--- src/rtl/regfile_mp.sv ---
// regfile_mp: multi-read, dual-write register file with a sequenced clear FSM.
// Optional macro REGFILE_BYPASS_EN forwards same-cycle IDLE write data to read ports.
module regfile_mp #(
    parameter int DATA_W   = 32,
    parameter int ADDR_W   = 5,
    parameter int NUM_RD   = 2,
    parameter int ZERO_REG = 1
) (
    input  logic                     clock,
    input  logic                     reset,
    input  logic                     clr_req,
    output logic                     clr_busy,
    input  logic                     we0,
    input  logic [ADDR_W-1:0]        waddr0,
    input  logic [DATA_W-1:0]        wdata0,
    input  logic                     we1,
    input  logic [ADDR_W-1:0]        waddr1,
    input  logic [DATA_W-1:0]        wdata1,
    input  logic [NUM_RD*ADDR_W-1:0] raddr,
    output logic [NUM_RD*DATA_W-1:0] rdata
);
    localparam int DEPTH = 1 << ADDR_W;
    localparam logic [0:0] IDLE  = 1'b0;
    localparam logic [0:0] CLEAR = 1'b1;

    logic [0:0]        state_q, state_d;
    logic [ADDR_W-1:0] cnt_q, cnt_d;
    logic [DATA_W-1:0] mem_q [DEPTH];
    logic              wr0, wr1;

    assign clr_busy = state_q == CLEAR;
    assign wr0 = we0 && !reset && state_q == IDLE && !(ZERO_REG != 0 && waddr0 == '0);
    assign wr1 = we1 && !reset && state_q == IDLE && !(ZERO_REG != 0 && waddr1 == '0);

    always_comb begin
        state_d = state_q;
        cnt_d   = cnt_q;
        if (reset) begin
            state_d = CLEAR;
            cnt_d   = '0;
        end else if (state_q == CLEAR) begin
            cnt_d   = cnt_q + 1'b1;
            state_d = (cnt_q == '1) ? IDLE : CLEAR;
        end else if (clr_req) begin
            state_d = CLEAR;
            cnt_d   = '0;
        end
    end

    always_ff @(posedge clock) begin
        state_q <= state_d;
        cnt_q   <= cnt_d;
    end

    // Port 1 is written last so it wins a same-address collision.
    always_ff @(posedge clock) begin
        if (state_q == CLEAR) begin
            mem_q[cnt_q] <= '0;
        end else begin
            if (wr0) mem_q[waddr0] <= wdata0;
            if (wr1) mem_q[waddr1] <= wdata1;
        end
    end

    for (genvar k = 0; k < NUM_RD; k++) begin : g_rd
        logic [ADDR_W-1:0] ra;
        logic [DATA_W-1:0] rv;
        assign ra = raddr[k*ADDR_W +: ADDR_W];
`ifdef REGFILE_BYPASS_EN
        assign rv = (wr1 && waddr1 == ra) ? wdata1 :
                    (wr0 && waddr0 == ra) ? wdata0 : mem_q[ra];
`else
        assign rv = mem_q[ra];
`endif
        assign rdata[k*DATA_W +: DATA_W] =
            (state_q == CLEAR || (ZERO_REG != 0 && ra == '0)) ? '0 : rv;
    end
endmodule

--- config.mk ---
export PLATFORM = sky130hd
export DESIGN_NAME = regfile_mp
export DESIGN_NICKNAME = d
export VERILOG_FILES = /design/src/rtl/regfile_mp.sv
export SDC_FILE = /design/constraint.sdc
export NUM_CORES = 2
export LEC_CHECK = 0
export CELL_PAD_IN_SITES_DETAIL_PLACEMENT = 1
export CELL_PAD_IN_SITES_GLOBAL_PLACEMENT = 1
export CORE_MARGIN = 1
export CORE_UTILIZATION = 53
export CTS_CLUSTER_SIZE = 40
export DETAILED_ROUTE_END_ITERATION = 10
export DONT_BUFFER_PORTS = 1
export PLACE_DENSITY = 0.8
export SYNTH_ARGS = -nofsm -noshare
export SYNTH_HDL_FRONTEND = slang
export SYNTH_SLANG_ARGS = --single-unit
--- constraint.sdc ---
create_clock -name clock -period 5.5 [get_ports clock]
set_input_delay 1.1 -clock clock [delete_from_list [all_inputs] [get_ports clock]]
set_output_delay 1.1 -clock clock [all_outputs]
set_load 0.01 [all_outputs]
==> flow_summary.toml <==
[timing]
rsz0062_at_grt = "no"
slew_viol_final = 70
max_slew_margin_pct = -4.54
period_minus_slack_ns = 5.00
fin_tns_setup_ns = 0
setup_violations = 0
max_slew.worst_pin.slew_ns = 1.56
timing.fmax_mhz = 200
period_share_pct = 91.0
setup_ws_ns = 0.496
fin_worst_skew_ns = 0.0320
finalHoldViolations = 0

[logic_synthesis]
syn-instance-count = 5365
synth_top_family_by_area = "multiplexers"
ys_types = 56
yosysWarnings = 0
ys_seq_elements = 1030
synth_top_area_share_pct = 51.4
synth_compound_area_share_pct = 13.8
syn_avg_cell_area_um2 = 11.1
synth.area.mux_share_pct = 18.2
synth_edf_count = 1024
synth-simple-area-share_pct = 10.5
synth_area_leaders = "edfxtp_1 51%, mux4_2 9.5%, mux2i_1 8.7%"
syn-num-nets = 5456
yosys.area_share.adder_pct = 0.0419
synth-async-reset-ratio_pct = 0
synth-xor-area-share_pct = 0
synth.most_common_cell = "nand2_1"
seq_area_frac_synth_pct = 51.6
yosys-top-cells-count = "1100 x nand2_1, 1024 x edfxtp_1, 783 x o21ai_1, 520 x mux2i_1, 342 x clkbuf_1"
synth_area_um2 = 59800
ys.flop_type = "edfxtp_1"
yosys.area.top_type = "edfxtp_1"

[die]
ios = 154
die_h_um = 338
initial_core_util_pct = 53.7
core_area_um2 = 111000
fp-row-count = 122
die_area_um2 = 114000
die-width_um = 338

[global_route]
grt_overflow = 0
grt_usage_pct = 45.3
antenna_found_initial = 15
grt_pass1_wl_mm = 364
grt_max_degree = 229
grt_pass1_vias = 50600

[status]
status = "finished with violations"
violations = "capacitance limit, slew limit"

[cells_and_area]
multi_input_comb_area_um2 = 26200
final_nets = 5060
areaGrowthSynthToFinish_pct = 7.07
drive_gt1_share_pct = 13.5
seqCellArea_um2 = 30900
nFillCells = 11300

[worst_setup_path]
r2r_start = "clr_busy$_SDFF_PP1_"
regToRegSetupSlack_ns = 1.40
required_ns = 4.40
rr_worst_depth = 5
endpoint_kind = "output pin"
path_class = "in2out"
path_max_fanout = 228
r2r_end = "mem_q[13][0]$_DFFE_PP_"
start_kind = "input pin"
critical_path_arrival_ns = 3.90

[place]
gp_congestion = 0.935
dp_slack_ns = 1.30
portBuffers = 0
hpwl_mm = 149

[route]
vias = 50400
viasPerCell = 7.66
wl_per_cell_um = 39.4
ant_nets = 0
drc = 0
drt-total-wl_mm = 259
drtIter0Drc = 7819
firstDrtPassIters = 8

[worst_hold_path]
hp-class = "in2reg"
hold_depth = 1
min_from = "reset"
min_to = "cnt_q[2]$_SDFFE_PP0P_"

[clock_network]
clk_latency_ns = 0.74
cts_tree = "built"
cts_made_buffers = 113
cts_resized = 0
postCtsHoldBufs = 0
cts_sinks = 1030
cts_setup_buffers = 0
cts_root_buffer = "clkbuf_16"
clk_pin_slew_ns = 0.06
clockBufferDepth = 3
htree_levels = 3

[pwr]
p_per_area_nw_per_um2 = 270
p_leak_nw = 21.3
ir_drop_mv = 0.272

[run]
maxCapViolations = 3
[per-stage QoR]
step,std cells,power (mW),utilization [%],hold WS [ns],cell area (um2)
floorplan,5365,9.55,-,0.482,59800
global placement,6342,9.58,54.2,0.507,60300
detailed placement,6342,9.60,54.2,0.530,60300
CTS,6555,17.2,57.5,0.452,63900
global route,6556,17.5,57.5,0.480,63900
finish,6578,17.3,57.5,0.486,64000
[where the power goes]
group	internal [mW]	switching [mW]	total, mW
Combinational	0.397	0.446	0.843
Sequential	8.60	0.0450	8.65
Clock	4.40	3.38	7.78
[how the worst max path moves through the flow]
stage	from	to	slack (ns)	depth (start not counted)
finish	raddr[7]	rdata[40]	0.50	5
global route	clr_busy$_SDFF_PP1_	rdata[24]	0.83	4
CTS	clr_busy$_SDFF_PP1_	rdata[52]	0.95	6
detailed placement	raddr[1]	rdata[24]	1.30	5
global placement	raddr[0]	rdata[31]	1.31	5
floorplan	waddr0[4]	mem_q[12][0]$_DFFE_PP_	1.18	6
[placed cells by master (no fill, tap or decap), types with 4 or more instances in the layout]
cell,n
buf_12,14
nor3b_2,4
nor2_1,8
a22oi_1,230
o21bai_4,31
a31oi_1,68
o31a_1,4
buf_4,123
nand4_1,66
dfxtp_1,5
mux4_2,252
nor2_4,8
and3_4,9
a21oi_1,39
nor4_4,8
clkbuf_1,22
nor3_1,5
mux2i_1,520
nand2b_1,4
o21ai_0,215
and2_2,6
nor3b_1,6
nand2_4,27
nor3_2,10
clkbuf_8,4
bufinv_16,11
a22o_1,61
inv_1,36
clkinv_1,25
nand2_1,1100
edfxtp_1,1024
nand3_1,132
nor2b_4,8
o21ai_1,784
clkinv_2,27
diode_2,23
clkbuf_16,116
clkinvlp_4,6
[logic make-up after synthesis]
logic type,after synthesis
fa+ha+maj,2
mux,773
buf+inv,684
compound gates,1442
flops,1030
simple gates,1434
[state kept, by name, indices dropped and copies added, names as in the netlist]
signal    flops
cnt_q         5
clr_busy      1
mem_q      1024
[layout make-up]
type,instances,share of cell area [%]
clock inverters,71,0.983
diodes,23,0.0899
well taps,1488,2.91
repair buffers,137,1.88
clock buffers,142,4.75
multi-input cells,3651,40.9
inverters,36,0.211
flip-flops and latches,1030,48.2
[layer usage]
| metal | vias to the layer above | global-route usage (%) | part of all wire, % |
|---|---|---|---|
| met5 | - | 0.936 | 0.071 |
| met4 | 10 | 33.9 | 8.8 |
| met3 | 1415 | 17.4 | 15 |
| met2 | 4609 | 66.6 | 43 |
| met1 | 25000 | 53.8 | 33 |
| li1 | 19400 | - | - |
[worst max-delay path, cell delays in order]
cell	delay [ns]
nor2b_4	1.11
buf_4	0.47
a22oi_1	0.17
nand3_1	0.14
nand4_1	0.38
Note: power is estimated with default switching activity, not from simulation.
